--- src/rtl/fpu_pkg.sv ---
// rtl/fpu_pkg.sv - shared FPU constants, FSM state type and packed-word field offsets
package fpu_pkg;

    localparam int FP_EXP_BITS  = 8;
    localparam int FP_MANT_BITS = 23;

    localparam int EXP_MAX = (1 << FP_EXP_BITS) - 1;
    localparam int BIAS    = (1 << (FP_EXP_BITS - 1)) - 1;

    // Bit offsets inside the packed {sign, exp, fraction} word
    localparam int FRAC_LSB = 0;
    localparam int EXP_LSB  = FP_MANT_BITS;
    localparam int SIGN_POS = FP_EXP_BITS + FP_MANT_BITS;

    typedef enum logic [1:0] {
        IDLE  = 2'd0,
        NORM  = 2'd1,
        ROUND = 2'd2,
        DONE  = 2'd3
    } fp_state_e;

endpackage

--- src/rtl/fp_rne_round.sv ---
// rtl/fp_rne_round.sv - combinational round-to-nearest-even on a hidden+fraction mantissa
module fp_rne_round
    import fpu_pkg::*;
#(
    parameter int MANT_BITS = FP_MANT_BITS
) (
    input  logic [MANT_BITS:0] mant,
    input  logic               g,
    input  logic               r,
    input  logic               s,
    output logic [MANT_BITS:0] mant_rnd,
    output logic               carry_out
);

    logic inc;

    // Round up above the halfway point, or exactly at it when the lsb is odd
    assign inc = g & (r | s | mant[0]);

    assign {carry_out, mant_rnd} = {1'b0, mant} + (MANT_BITS + 2)'(inc);

endmodule

--- src/rtl/fp_normalize_pack.sv ---
// rtl/fp_normalize_pack.sv - iterative normalise, RNE round and IEEE-754 pack for the add/sub path
module fp_normalize_pack
    import fpu_pkg::*;
#(
    parameter int EXP_BITS  = FP_EXP_BITS,
    parameter int MANT_BITS = FP_MANT_BITS
) (
    input  logic                            clk,
    input  logic                            rst_n,
    input  logic                            in_valid,
    output logic                            in_ready,
    input  logic                            sign_r,
    input  logic [EXP_BITS-1:0]             exp_in,
    input  logic [MANT_BITS+1:0]            mant_in,
    input  logic [2:0]                      grs_in,
    output logic                            out_valid,
    input  logic                            out_ready,
    output logic [EXP_BITS+MANT_BITS:0]     result,
    output logic                            flag_overflow,
    output logic                            flag_underflow,
    output logic                            flag_zero
);

    localparam int MW = MANT_BITS + 2;
    localparam int EW = EXP_BITS + 1;
    localparam int RW = 1 + EXP_BITS + MANT_BITS;

    localparam logic [EW-1:0] EXP_ONE = EW'(1);
    localparam logic [EW-1:0] EXP_ALL = {1'b0, {EXP_BITS{1'b1}}};

    fp_state_e state, state_nxt;

    logic            sign_q;
    logic [EW-1:0]   exp_q;
    logic [MW-1:0]   mant_q;
    logic            g_q, r_q, s_q;
    logic            zero_q, uf_q;
    logic [RW-1:0]   result_q;
    logic            ovf_flag_q, uf_flag_q, zero_flag_q;

    logic carry_bit, hidden_bit, is_zero, exp_low, norm_done;

    assign carry_bit  = mant_q[MW-1];
    assign hidden_bit = mant_q[MANT_BITS];
    assign is_zero    = (mant_q == '0) && ({g_q, r_q, s_q} == 3'b000);
    assign exp_low    = (exp_q <= EXP_ONE);
    assign norm_done  = carry_bit | is_zero | hidden_bit | exp_low;

    always_ff @(posedge clk or negedge rst_n) begin
        if (!rst_n) begin
            state <= IDLE;
        end else begin
            state <= state_nxt;
        end
    end

    always_comb begin
        state_nxt = state;
        case (state)
            IDLE:    if (in_valid) state_nxt = NORM;
            NORM:    if (norm_done) state_nxt = ROUND;
            ROUND:   state_nxt = DONE;
            DONE:    if (out_ready) state_nxt = IDLE;
            default: state_nxt = IDLE;
        endcase
    end

    logic [MANT_BITS:0]   mant_rnd;
    logic                 rnd_carry;
    logic [EW-1:0]        exp_rnd;
    logic [MANT_BITS-1:0] frac_rnd;
    logic                 flush, ovf, uf_out;
    logic [RW-1:0]        pack_word;

    fp_rne_round #(
        .MANT_BITS (MANT_BITS)
    ) u_round (
        .mant      (mant_q[MANT_BITS:0]),
        .g         (g_q),
        .r         (r_q),
        .s         (s_q),
        .mant_rnd  (mant_rnd),
        .carry_out (rnd_carry)
    );

    // A rounding carry leaves 1.000..0, so the renormalised fraction is the upper slice
    assign exp_rnd  = exp_q + EW'(rnd_carry);
    assign frac_rnd = rnd_carry ? mant_rnd[MANT_BITS:1] : mant_rnd[MANT_BITS-1:0];

    // A zero biased exponent would be a denormal, which this path never emits
    assign flush  = zero_q | uf_q | (exp_rnd == '0);
    assign uf_out = uf_q | ((exp_rnd == '0) & ~zero_q);
    assign ovf    = ~flush & (exp_rnd >= EXP_ALL);

    always_comb begin
        pack_word = '0;
        if (flush) begin
            pack_word = {sign_q, {EXP_BITS{1'b0}}, {MANT_BITS{1'b0}}};
        end else if (ovf) begin
            pack_word = {sign_q, {EXP_BITS{1'b1}}, {MANT_BITS{1'b0}}};
        end else begin
            pack_word = {sign_q, exp_rnd[EXP_BITS-1:0], frac_rnd};
        end
    end

    always_ff @(posedge clk or negedge rst_n) begin
        if (!rst_n) begin
            sign_q      <= 1'b0;
            exp_q       <= '0;
            mant_q      <= '0;
            g_q         <= 1'b0;
            r_q         <= 1'b0;
            s_q         <= 1'b0;
            zero_q      <= 1'b0;
            uf_q        <= 1'b0;
            result_q    <= '0;
            ovf_flag_q  <= 1'b0;
            uf_flag_q   <= 1'b0;
            zero_flag_q <= 1'b0;
        end else begin
            case (state)
                IDLE: begin
                    if (in_valid) begin
                        sign_q            <= sign_r;
                        exp_q             <= {1'b0, exp_in};
                        mant_q            <= mant_in;
                        {g_q, r_q, s_q}   <= grs_in;
                        zero_q            <= 1'b0;
                        uf_q              <= 1'b0;
                    end
                end
                NORM: begin
                    if (carry_bit) begin
                        mant_q <= mant_q >> 1;
                        g_q    <= mant_q[0];
                        r_q    <= g_q;
                        s_q    <= r_q | s_q;
                        exp_q  <= exp_q + EXP_ONE;
                    end else if (is_zero) begin
                        zero_q <= 1'b1;
                    end else if (hidden_bit) begin
                        zero_q <= 1'b0;
                    end else if (exp_low) begin
                        uf_q   <= 1'b1;
                    end else begin
                        // Guard bit refills the lsb; sticky stays as collected
                        mant_q <= {mant_q[MW-2:0], g_q};
                        g_q    <= r_q;
                        r_q    <= 1'b0;
                        exp_q  <= exp_q - EXP_ONE;
                    end
                end
                ROUND: begin
                    result_q    <= pack_word;
                    ovf_flag_q  <= ovf;
                    uf_flag_q   <= uf_out;
                    zero_flag_q <= flush;
                end
                default: begin
                    result_q <= result_q;
                end
            endcase
        end
    end

    assign in_ready       = (state == IDLE);
    assign out_valid      = (state == DONE);
    assign result         = result_q;
    assign flag_overflow  = ovf_flag_q;
    assign flag_underflow = uf_flag_q;
    assign flag_zero      = zero_flag_q;

endmodule

--- config.mk ---
export PLATFORM = sky130hd
export DESIGN_NAME = fp_normalize_pack
export DESIGN_NICKNAME = d
export VERILOG_FILES = /design/src/rtl/fpu_pkg.sv /design/src/rtl/fp_rne_round.sv /design/src/rtl/fp_normalize_pack.sv
export SDC_FILE = /design/constraint.sdc
export NUM_CORES = 1
export LEC_CHECK = 0
export BUFFER_PORTS_ARGS = -buffer_cell sky130_fd_sc_hd__buf_2
export CAP_MARGIN = 20
export CORE_UTILIZATION = 53
export DETAILED_ROUTE_END_ITERATION = 10
export PLACE_DENSITY_LB_ADDON = 0.3
export SYNTH_ARGS = -nofsm -noshare
export SYNTH_HDL_FRONTEND = slang
export SYNTH_HIERARCHICAL = 1
export SYNTH_SLANG_ARGS = --single-unit
--- constraint.sdc ---
create_clock -name clk -period 3.1 [get_ports clk]
set_input_delay 0.465 -clock clk [delete_from_list [all_inputs] [get_ports clk]]
set_output_delay 0.465 -clock clk [all_outputs]
set_load 0.02 [all_outputs]
-- Word-level counts from Yosys, hierarchy flattened
Cells that the tools add are included.
- bitwise logic cells: 13
- reduce and logical (&&, ||, !) cells: 14
- add/sub/neg operators: 4
- magnitude comparators: 2
- equal/unequal tests: 15
- mux-type cells: 44
- operator list (kind ; number):
    24-bit 2-to-1 mux ; 4
    31-bit 2-to-1 mux ; 2
    25-bit case mux with 2 select lines ; 1
    9-bit 2-to-1 mux ; 5
    24-bit by 1-bit adder with 25-bit output ; 1
    25-bit zero test ; 1
    25-bit 2-to-1 mux ; 1
    23-bit 2-to-1 mux ; 1
    1-bit 2-to-1 mux ; 20
    9-bit case mux with 2 select lines ; 1
    2-bit != test (second input constant) ; 7
    3-bit != test (second input constant) ; 4
    1-bit case mux with 2 select lines ; 5
    9-bit by 1-bit adder with 9-bit output ; 1
    9-bit by 1-bit adder with 9-bit output (second input constant) ; 1
    9-bit by 8-bit >= comparator with 1-bit output (second input constant) ; 1
    9-bit by 1-bit less-or-equal comparator with 1-bit output (second input constant) ; 1
    9-bit zero test ; 1
    3-bit AND reduction ; 3
    9-bit by 1-bit subtractor with 9-bit output (second input constant) ; 1
    1-bit OR ; 8
    2-bit case mux with 4 select lines ; 1
    2-bit 2-to-1 mux ; 3
    6-bit AND reduction ; 1
    12 further kinds ; 17
- output and inout bits: 37
- input port bits: 41
- flip-flop bits (word level): 77

-- Logic depth before layout (Yosys ltp)
- word-level depth: 11
- gate-level depth with buffers: 14
- mapped depth without buffers: 12

-- Modules after synthesis
Netlist, hierarchy kept.
- by module, submodules not included (module ; instances ; cells an instance ; area each (µm²) ; sequential area each (µm²)):
    fp_normalize_pack ; 1 ; 462 ; 4890.9 ; 1926.8
    fp_rne_round ; 1 ; 70 ; 515.5 ; 0.0

-- Worst setup path before layout
Ideal clock, no wire load.
- path type: register to register
- start: reg g_q
- end: reg result_q[10], in the netlist result[10]
- slack: -143 ps
- arrival: 3139 ps
- cell stages (with the launch flop): 14
- path buffers: 1
- clock period less this slack: 3243 ps
- cells stage by stage: dfrtp_1 > and2_1 > ha_1 > nand4_1 > nor4_1 > and3_1 > ha_1 > ha_1 > nand3_2 > nor3_2 > xnor2_1 > nand2_2 > buf_4 > o41ai_2
- longest elaborated chain between the ends: 9
- elaborated cells between the ends (all ways): 11
- RTL lines (element ; line ; RTL):
    from (decl) ; fp_normalize_pack.sv:36 ; logic g_q, r_q, s_q;
    from (signal assigned) ; fp_normalize_pack.sv:127 ; {g_q, r_q, s_q} <= grs_in;
    from (signal assigned) ; fp_normalize_pack.sv:135 ; g_q <= mant_q[0];
    from (signal assigned) ; fp_normalize_pack.sv:148 ; g_q <= r_q;
    1-bit AND * ; fp_rne_round.sv:18 ; assign inc = g & (r | s | mant[0]);
    24-bit by 1-bit adder with 25-bit output * ; fp_rne_round.sv:20 ; assign {carry_out, mant_rnd} = {1'b0, mant} + (MANT_BITS + 2)'(inc);
    net rnd_carry ; fp_normalize_pack.sv:69 ; logic rnd_carry;
    parallel branches: the longest is 6 deep, another holds 9-bit by 1-bit adder with 9-bit output ; -- ;
    31-bit 2-to-1 mux * ; fp_normalize_pack.sv:97 ; if (flush) begin
    to (signal assigned) ; fp_normalize_pack.sv:154 ; result_q <= pack_word;
    to (signal assigned) ; fp_normalize_pack.sv:160 ; result_q <= result_q;
    to (decl) ; fp_normalize_pack.sv:38 ; logic [RW-1:0] result_q;
Mark *: on every way through the listed nets, which the timed path passes.
A chain may end at the register's enable or synchronous reset.

-- Final worst setup path
- start: reg mant_q[0]
- end: reg result_q[0], in the netlist result[0]
- longest elaborated chain between the ends: 10
- elaborated cells between the ends (all ways): 12
- RTL lines (element ; line ; RTL):
    from (decl) ; fp_normalize_pack.sv:35 ; logic [MW-1:0] mant_q;
    from (signal assigned) ; fp_normalize_pack.sv:126 ; mant_q <= mant_in;
    from (signal assigned) ; fp_normalize_pack.sv:134 ; mant_q <= mant_q >> 1;
    from (signal assigned) ; fp_normalize_pack.sv:147 ; mant_q <= {mant_q[MW-2:0], g_q};
    1-bit OR ; fp_rne_round.sv:18 ;
    1-bit AND ; fp_rne_round.sv:18 ;
    24-bit by 1-bit adder with 25-bit output * ; fp_rne_round.sv:20 ;
    net rnd_carry ; fp_normalize_pack.sv:69 ;
    parallel branches: the longest is 6 deep, another holds 9-bit by 1-bit adder with 9-bit output ; -- ;
    31-bit 2-to-1 mux * ; fp_normalize_pack.sv:97 ;
Marks and branches as above.

==> key figures <==
Outcome
  • Outcome: finished, final reports clean

Yosys
  • Ranking of synthesized cells by area: dfrtp_1, o41ai_2, mux2_4
  • Asr flop ratio synth: 100%
  • Avg Synthesized Cell Area: 10.2 µm²
  • Cells after synthesis: 532
  • Cell taking the most area after synthesis: dfrtp_1
  • YS warnings: 6
  • Netlist cell types: 64
  • Post-synthesis sequential area ratio: 35.6%
  • Post-synth EDFFs: 0
  • Synth Flop Type: dfrtp_1
  • Count leader, synth: dfrtp_1
  • Yosys top cell area share: 35.6%
  • Commonest cells in the synthesized netlist: dfrtp_1, nand2_1, and3_1, mux2i_1, a221o_1
  • Seq cells post-synth: 77
  • Mapped cell area: 0.00541 mm²
  • Syn_nets: 584

Floorplanning
  • I/O Pins: 78
  • Site row count: 36
  • Core Area: 0.00982 mm²
  • Die Wd: 103 µm
  • Starting Density: 55.1%
  • Die Span Y: 103 µm
  • Die area: 0.0106 mm²

Placement
  • Area of placed instances: 0.00612 mm²
  • DP Cell Count: 742
  • Post-DP HPWL: 9730 µm
  • Routability cong.: 0.856
  • PortBufs: 77
  • Worst Setup Slack post-DPL: -79.1 ps

STA
  • Slew HR: 35.2%
  • Fmax: 334 MHz
  • Tightest Pin Transition: 972 ps
  • Hold slack: 232 ps
  • Final min period: 2990 ps
  • Hold Vio Cnt, Final: 0
  • Slew Viols, Final: 0
  • Final-report setup violation count: 0
  • RSZ-0062 raised after global routing: true
  • PnR worst setup slack: 106 ps
  • Fin crit share: 96.6%
  • Worst clock skew: 8.02 ps

Clock network
  • CTS Buffer Depth: 2
  • CTS hold repair buffers: 0
  • H-Tree Depth: 3
  • Clk pin slew, worst setup/hold paths: 80 ps
  • Clk sinks: 77
  • CTS tree: done
  • TritonCTS Buffers: 9
  • Clk_lat worst skew: 370 ps
  • Clk root buf: clkbuf_8

Routing
  • Final wirelength: 14500 µm
  • Post-DRT Antenna Nets: 0
  • Drt pass-1 iters: 5
  • DRC Markers: 0
  • Avg WL per Cell: 18.8 µm
  • Initial drt markers: 223
  • Vias per inst: 6.26
  • Via count: 4811

Worst setup path
  • Type of origin of the critical path: register
  • Crit path DAT: 3240 ps
  • WP data required: 3350 ps
  • Crit end category: register
  • Worst Path Max Fanout: 6
  • Crit Path Category: register to register

Finish
  • Register area: 0.00193 mm²
  • Layout fillers: 806
  • Layout cells sized above 1: 35.1%
  • Diodes inserted: 0
  • Synthesis-to-finish area growth: 22.9%
  • Footprint of the multi-input gates: 0.00339 mm²
  • Non-Filler Instances: 769
  • Fin nets: 683
  • Post-route cell area: 0.00664 mm²

Global routing
  • Tot GR Track Use: 27.5%
  • Initial antenna violation count: 0
  • Number of global-route vias before repair: 4548
  • First-pass GRT wire length: 22400 µm
  • Largest net degree at the start of global routing: 78
  • Global route total overflow: 0

Run
  • Max Cap Viol: 0

Power and ir drop
  • LEAKAGE: 3.46 nW
  • Power per cell area: 290 mW/mm²
  • Maximum VDD drop: 182 µV

Hold path
  • Hold Crit Class: primary input to asynchronous set/reset pin
critical path, stage by stage, from the launching register on:
cell     delay, ps
dfrtp_2        360
and2_4         150
ha_4           120
nand4_1        130
nor4_2         260
and3_1         250
ha_2           200
ha_4           160
nand3_4        120
xnor2_2        190
a31o_1         230
and4_4         230
buf_12         150
o41ai_2        330
state kept, by name, summed over array words and instances, names as in the netlist, 2 cells and up:
name    count
result     32
exp_q       9
state       2
mant_q     25
final cells by class:
type / count / area share (%)
well taps: 133 / 2.50
clock inverters: 6 / 1.30
inverters: 17 / 0.960
repair buffers: 129 / 13.1
flip-flops and latches: 77 / 29.0
multi-input cells: 397 / 51.1
clock buffers: 10 / 2.07
metrics by stage:
stage,power [W],utilization (%),setup TNS (ps)
after floorplan,0.00102,-,0
after global placement,0.00107,62.3,0
after detailed placement,0.00107,62.3,-180
after CTS,0.00193,65.0,0
after global routing,0.00199,67.7,-195
final,0.00192,67.7,0
cell usage in the layout (no fill, tap or decap), types with 11 or more instances in the layout:
cell type  count
buf_2         76
dfrtp_1       75
nand2_1       49
buf_4         47
and3_1        35
mux2i_1       27
a221o_1       24
nor2_1        21
mux2_4        18
inv_1         17
o41ai_2       17
a21oi_1       16
xnor2_1       15
nor4_1        13
nand3_1       13
xor2_1        12
o21ai_0       11
nor3_1        11
worst paths after layout:
path,from,end,slack (ps),depth (start not counted)
worst max-delay path,mant_q[0],result[0],110,13
worst min-delay path,rst_n,result[24],230,1
worst max register to register,mant_q[0],result[0],110,13
worst min register to register,result[28],result[28],480,1
max in group asynchronous,rst_n,g_q,2160,1
min in group clk,sign_r,sign_q,320,2
report_power, final:
group / leakage (nW) / switching [W] / internal, W
combinational: 2.32 / 0.0000291 / 0.0000183
sequential: 1.03 / 0 / 0.00100
clock: 0.112 / 0.000400 / 0.000474
total: 3.46 / 0.000429 / 0.00150
logic make-up (layout without fill, tap and decap cells):
kind of cell / count (synthesis) / in the layout / synth area share [%]
fa+ha+maj: 11 / 11 / 2.55
xor+xnor: 29 / 29 / 4.70
buf+inv: 58 / 162 / 5.11
simple gates: 186 / 186 / 19.9
compound gates: 115 / 115 / 19.8
flops: 77 / 77 / 35.6
mux: 56 / 56 / 12.3
repair_timing:
item	4_1_cts	5_1_grt
gates resized for setup	4	20
cloned	0	3
pin swaps	4	8
endpoints found under the setup margin	15	24
buffers inserted	2	6
layer usage:
layer	track usage, %	part of all wire, %	vias up
met5	0	0	-
met2	42.7	47	176
li1	-	-	2216
met4	9.64	1.9	0
met1	38.1	45	2396
met3	5.76	6.1	23
Power figures use the tool's default switching activity.
